`src/rtl/vga_sync_gen.sv`:
```
// VGA scan timing: divides clk into a pixel tick, runs the column/line counters
// and produces registered hsync/vsync/video_on aligned with pix_x/pix_y.
module vga_sync_gen #(
  parameter int DIV = 2,
  parameter int HD  = 640,
  parameter int HF  = 16,
  parameter int HR  = 96,
  parameter int HB  = 48,
  parameter int VD  = 480,
  parameter int VF  = 10,
  parameter int VR  = 2,
  parameter int VB  = 33
) (
  input  logic       clk,
  input  logic       reset_n,
  input  logic       ce,
  output logic       pixel_tick,
  output logic [9:0] pix_x,
  output logic [9:0] pix_y,
  output logic       hsync,
  output logic       vsync,
  output logic       video_on,
  output logic       frame_tick
);

  localparam int HT = HD + HF + HR + HB;
  localparam int VT = VD + VF + VR + VB;

  if (HT > 1023 || VT > 1023) begin : g_bad_total
    $error("vga_sync_gen: HT=%0d / VT=%0d exceed the 10-bit counter range", HT, VT);
  end
  if (DIV < 1 || DIV > 16) begin : g_bad_div
    $error("vga_sync_gen: DIV=%0d outside 1..16", DIV);
  end

  localparam logic [3:0] DIV_LAST     = 4'(DIV - 1);
  localparam logic [9:0] H_LAST       = 10'(HT - 1);
  localparam logic [9:0] V_LAST       = 10'(VT - 1);
  localparam logic [9:0] H_VIS        = 10'(HD);
  localparam logic [9:0] V_VIS        = 10'(VD);
  localparam logic [9:0] H_SYNC_START = 10'(HD + HF);
  localparam logic [9:0] H_SYNC_END   = 10'(HD + HF + HR - 1);
  localparam logic [9:0] V_SYNC_START = 10'(VD + VF);
  localparam logic [9:0] V_SYNC_END   = 10'(VD + VF + VR - 1);

  function automatic logic hsync_level(input logic [9:0] x);
    return !(x >= H_SYNC_START && x <= H_SYNC_END);
  endfunction

  function automatic logic vsync_level(input logic [9:0] y);
    return !(y >= V_SYNC_START && y <= V_SYNC_END);
  endfunction

  function automatic logic visible(input logic [9:0] x, input logic [9:0] y);
    return (x < H_VIS) && (y < V_VIS);
  endfunction

  logic [3:0] div_cnt;
  logic       adv;
  logic       at_frame_end;
  logic [9:0] x_nxt;
  logic [9:0] y_nxt;

  assign adv          = ce & pixel_tick;
  assign at_frame_end = (pix_x == H_LAST) && (pix_y == V_LAST);

  // Next-state scan position; wraps by explicit compare, never by overflow.
  always_comb begin
    x_nxt = pix_x;
    y_nxt = pix_y;
    if (adv) begin
      if (pix_x == H_LAST) begin
        x_nxt = 10'd0;
        y_nxt = (pix_y == V_LAST) ? 10'd0 : pix_y + 10'd1;
      end else begin
        x_nxt = pix_x + 10'd1;
      end
    end
  end

  // Divider and scan registers; sync/blank are derived from the next-state
  // position so they switch on the same edge as pix_x/pix_y.
  always_ff @(posedge clk or negedge reset_n) begin
    if (!reset_n) begin
      div_cnt    <= 4'd0;
      pixel_tick <= 1'b0;
      pix_x      <= 10'd0;
      pix_y      <= 10'd0;
      hsync      <= 1'b1;
      vsync      <= 1'b1;
      video_on   <= 1'b0;
      frame_tick <= 1'b0;
    end else if (ce) begin
      div_cnt    <= (div_cnt == DIV_LAST) ? 4'd0 : div_cnt + 4'd1;
      pixel_tick <= (div_cnt == DIV_LAST);
      frame_tick <= adv && at_frame_end;
      if (adv) begin
        pix_x    <= x_nxt;
        pix_y    <= y_nxt;
        hsync    <= hsync_level(x_nxt);
        vsync    <= vsync_level(y_nxt);
        video_on <= visible(x_nxt, y_nxt);
      end
    end
  end

endmodule

```
`config.mk`:
```
export PLATFORM = sky130hd
export DESIGN_NAME = vga_sync_gen
export DESIGN_NICKNAME = d
export VERILOG_FILES = /design/src/rtl/vga_sync_gen.sv
export SDC_FILE = /design/constraint.sdc
export NUM_CORES = 1
export LEC_CHECK = 0
export BUFFER_PORTS_ARGS = -buffer_cell sky130_fd_sc_hd__buf_2
export CELL_PAD_IN_SITES_DETAIL_PLACEMENT = 1
export CELL_PAD_IN_SITES_GLOBAL_PLACEMENT = 2
export CORE_MARGIN = 4
export CORE_UTILIZATION = 38
export CTS_CLUSTER_SIZE = 25
export DETAILED_ROUTE_END_ITERATION = 8
export PLACE_DENSITY_LB_ADDON = 0.1
export SYNTH_ARGS = -nofsm -noshare
export SYNTH_HDL_FRONTEND = slang
export SYNTH_SLANG_ARGS = --single-unit
```
`constraint.sdc`:
```
create_clock -name clk -period 3 [get_ports clk]
set_input_delay 0 -clock clk [delete_from_list [all_inputs] [get_ports clk]]
set_output_delay 0 -clock clk [all_outputs]
set_load 0.01 [all_outputs]
```
# Word-level counts from Yosys, hierarchy flattened
# Index checks and enable logic that the tools add are counted.
# classes
addsub	3
mul	0
n_div	0
magnitude_cmp	6
eq_ne	3
n_shift	0
mux	6
bitwise	1
n_reduce_logical	8
# ops
cell	count
$mux W10	5
$add A10 B1 Y10 const B	2
$eq A10 B10 Y1 const B	2
$ge A10 B10 Y1 const B	1
$ge A10 B9 Y1 const B	1
$le A10 B10 Y1 const B	1
$le A10 B9 Y1 const B	1
$lt A10 B10 Y1 const B	1
$lt A10 B9 Y1 const B	1
$logic_and A1 B1 Y1	5
$add A4 B1 Y4 const B	1
$eq A4 B1 Y1 const B	1
$mux W4	1
$logic_not A1 Y1	2
$reduce_and A2 Y1	1
$and A1 B1 Y1	1
# totals
ff_bits	29
latch_bits	0
ramBits	0
rom_bits	0
out_inout_bits	25
wordCells	35
mem_count	0

# Depth between registers and ports, before layout
# logic_depth
depth_word	7
mapped_depth	7
ltp_nobuf	7

# Least setup slack after synthesis
# Ideal clock, no wire load.
# synth_timing
kind	reg-to-reg
startpoint	register pix_x[0]
endpoint	register video_on
setup_ns	0.104
t_arrival_ns	1.823
t_required_ns	2.896
setup_slack_ns	1.074
stages_incl_launch_ff	7
period_less_slack_ns	1.926
path_cell_list	dfrtp_1 ha_1 and4_2 and4_1 a211oi_1 o41ai_1 o41ai_2
# synth_between
elab_chain_cells	5
elab_cells_between_ends	9
cone_classes	add/sub (1); order compare (2); eq/ne (1); mux (4); reduce/logical (1)
# synth_lines
item	line_no	text
start, declared	18	output logic [9:0] pix_x,
start signal, assigned	98	pix_x <= x_nxt;
$add A10 B1 Y10 / $eq A10 B10 Y1 (equally long branches)	76, 72	
$mux W10	72	if (pix_x == H_LAST) begin
$mux W10	71	if (adv) begin
$lt A10 B10 Y1 / $lt A10 B9 Y1 (equally long branches)	55	return (x < H_VIS) && (y < V_VIS);
$logic_and A1 B1 Y1 (*)	55	
end signal, assigned	102	video_on <= visible(x_nxt, y_nxt);
end, declared	22	output logic video_on,
# Every way passes the cells marked *; elsewhere a longest branch is shown, timed or not.
# A chain may end at the register's enable or synchronous reset.

# Final worst setup path
# Ends and elaborated chain as after synthesis.

==> run summary <==
Fill cells in the final layout number 534. The path class of the tightest hold or removal check is primary input to flop. The width of the chip came out at 77.4 um. The startpoint identified for the worst register-to-register timing path is pix_x[0].

The buffering stage count on the worst path with inverters included was 0; the minimum hold slack was 0.0589 ns. The detailed router's first-iteration violation count is 79, and the post-detailed-route wirelength per cell is 18.3 um. The proportion of synthesized flip-flops having asynchronous set or reset works out to 100%.

Global-route wire length before repair: 8490 um. From synthesis to final layout, the design area changed by 12.9%. The run finished with clean final reports.

The routed via count was 1,606. Summed over all failing endpoints, the final setup total negative slack is 0 ns. The average cell area after synthesis came out at 9.58 um^2.

The die covers 5990 um^2. Before antenna repair, the detailed router went through 4 iterations. The kind of cell with the highest combined delay along the critical path is compound AO/OA/AOI/OAI gates. The die outline height is 77.4 um, and the number of antenna cells inserted is 0. The logs give 191 for the gate count of the mapped netlist and 0 for the number of max-capacitance violations reported. The post-layout total power was 1.08 mW; the TritonCTS buffer count was 5. The number of different library cells used by synthesis comes to 57. STA classifies the critical path startpoint as a flop. The tools report the cell chosen for the clock root as clkbuf_8. At the later pin of the worst-skew pair, clock insertion delay measures 0.28 ns. The most common flop cell mapped by yosys was dfrtp_1. The run gives 17.7% as the total routing resource utilization after global routing. Setup repair after global routing left no endpoint under its margin. The area of the core came out at 4500 um^2.

The launching element of the worst setup path was pix_x[0]. After synthesis, the most frequently instantiated cells are dfrtp_1 (27), nand2_1 (18), inv_1 (13), nand3_1 (11), nor2_1 (11). The via count of the first global-routing pass is 1,649. In this run the static leakage power is 0.926 nW. The number of hold buffers added after CTS was 1; the pin count of the biggest net entering global routing was 30.

For this run, the register share of the synthesized area comes to 39.8%. Dividing the final minimum period by the clock period gives 72.3%. Counting every sink on the clock net gives 29.

The slowest stage of the critical path belongs to the cell dfrtp_1. The initialized floorplan defines 24 standard-cell rows. The cell with the most instances after synthesis was dfrtp_1. The number of gates resized after CTS was 0. The net count of the finished layout is 224. Dividing the detail-routed via count by the number of cells gives 5.93. The last weighted congestion value of the routability-driven placer came out at 0.788. During I/O placement, the number of pins put on the boundary was 28.

The run gives 40.6% as the effective utilization at floorplan. Of the post-synthesis cell area, the dominant cell type holds 36.9%. Clock skew on the completed layout was measured at 0.00189 ns. The cell taking the most area after synthesis is dfrtp_1.

Data on the critical path arrives at its endpoint at 2.35 ns. Startpoint of the most critical hold path: ce. The run gives 54.4% as the worst slew slack as a fraction of its limit. The clock-pin slew on the worst setup and hold paths came out at 0.06 ns.

The worst setup path is of the flop to flop kind. For the required time at the endpoint of the critical path, the log shows 3.18 ns. Buffer count from post-CTS setup fixing: 0. By area the synthesized netlist is led by dfrtp_1 (37%), xnor2_1 (3.8%), nand2_1 (3.7%).

The initial antenna violation count is 0. Time the final worst path needs with I/O delays and setup: 2.17 ns. The synthesized design contains 0 enable-type register cells. In the routed design, unresolved DRC markers number 0. The transition time at the pin with the least slew margin is 0.684 ns.

The number of input and output port buffers inserted works out to 27. Counting every net in the synthesized netlist gives 197. The achievable frequency came out at 461 MHz.

Cells with a size suffix above 1 make up 25.6% of the layout. The synthesized area was 1830 um^2; the critical-path maximum fanout was 8. STA classifies the critical path endpoint as a flop. For this run the aggregate overflow at the end of global routing stands at 0.

Once detail routing completed, the nets flagged for antenna violations numbered 0. The critical path goes through ha_1 > and4_2 > nand4_4 > o311ai_2 > a32oi_1 > o41ai_2. The run gives 2 as the buffer levels on the longest clock path. Across the VDD grid, the largest voltage drop is 0.346 mV. TritonCTS built the clock tree. The number of pins exceeding their max-slew limit in the final report was 0; the minimum setup slack in the final design was 0.830 ns. The largest single stage delay on the critical path is 0.42 ns. The power per unit of standard cell area was 524 nW/um^2; the setup-violating endpoint count in the final report was 0. The H-tree was split into 2 levels.

In this run, synthesis produced a sequential element count of 29. The total wire length after detailed routing is 4970 um. For this run, the share of the core covered by cells in the final layout is 45.9%.

Summed over all nets, the half-perimeter wirelength after detailed placement is 3640 um. The run gives 0 as the final-report hold violation count. At the placement stage, the worst setup path has a slack of 0.853 ns. Yosys printed 0 warnings.
-- sequential cells by signal, indices dropped and copies added (netlist names) --
name / count
pix_y: 10
video_on: 1
hsync: 1
pix_x: 10
vsync: 1
pixel_tick: 1
frame_tick: 1
div_cnt: 4
-- layout by cell type (no fill, tap or decap), types with 2 or more instances in the layout --
master     n
and2_2     2
nand3_1   11
a21o_1     4
inv_1     13
nor2_1    11
dfstp_2    2
nor4_1     3
o41ai_1    2
dfrtp_1   27
and3_1     2
o31ai_1    2
ha_1       3
and3_2     2
mux2i_1    2
nor4b_1    2
clkinv_2   2
and4_2     2
xor2_1     5
clkbuf_8   5
o22ai_1    2
and4_1     2
nand4_1    9
a21oi_1    2
a31oi_1    6
nand2_1   18
nor3_1     2
xnor2_1    8
buf_2     27
o21ai_0   10
a211oi_1   3
-- logic make-up after synthesis --
| logic type | Yosys count | share of synthesized area (%) |
|---|---|---|
| xor gates and xnor gates | 13 | 6.22 |
| and+or+nand+nor | 78 | 25.7 |
| muxes | 4 | 2.94 |
| adders and majority gates | 3 | 2.05 |
| buffers and inverters | 21 | 5.75 |
| AOI/OAI and AO/OA | 43 | 17.6 |
| DFF | 29 | 39.8 |
-- worst paths after layout --
| check | to | slack (ns) | cells past startpoint |
|---|---|---|---|
| hold / removal | div_cnt[0] | 0.06 | 2 |
| min in group asynchronous | pix_y[5] | 0.29 | 2 |
| max in group asynchronous | pix_x[2] | 2.26 | 2 |
| hold reg to reg | video_on | 0.51 | 2 |
| setup / recovery | video_on | 0.83 | 6 |
| setup reg to reg | video_on | 0.83 | 6 |
-- power by group --
part / switching (mW) / total, mW / internal, mW
Clock: 0.151 / 0.312 / 0.160
Sequential: 0.0822 / 0.530 / 0.448
Combinational: 0.146 / 0.241 / 0.0957
-- layer usage --
layer | global-route usage [%] | part of all wire (%) | vias up
met2 | 27.6 | 45 | 36
li1 | - | - | 764
met3 | 4.40 | 3.7 | 5
met1 | 24.5 | 50 | 801
met4 | 4.80 | 1.2 | 0
met5 | 0 | 0 | -
-- layout make-up --
type	count	area [um^2]	share of cell area, %
well taps	52	65.1	3.15
repair buffers	28	145	7.03
flip-flops and latches	29	728	35.3
clock inverters	2	10.0	0.485
inverters	13	48.8	2.36
clock buffers	6	72.6	3.51
multi-input cells	141	996	48.2
-- metrics by stage --
step,area [um^2],cells
floorplan,1830,191
CTS,2070,271
finish,2070,271
global route,2070,271
global placement,1970,262
detailed placement,1970,262
No activity file was read; power rests on OpenSTA's default activity.
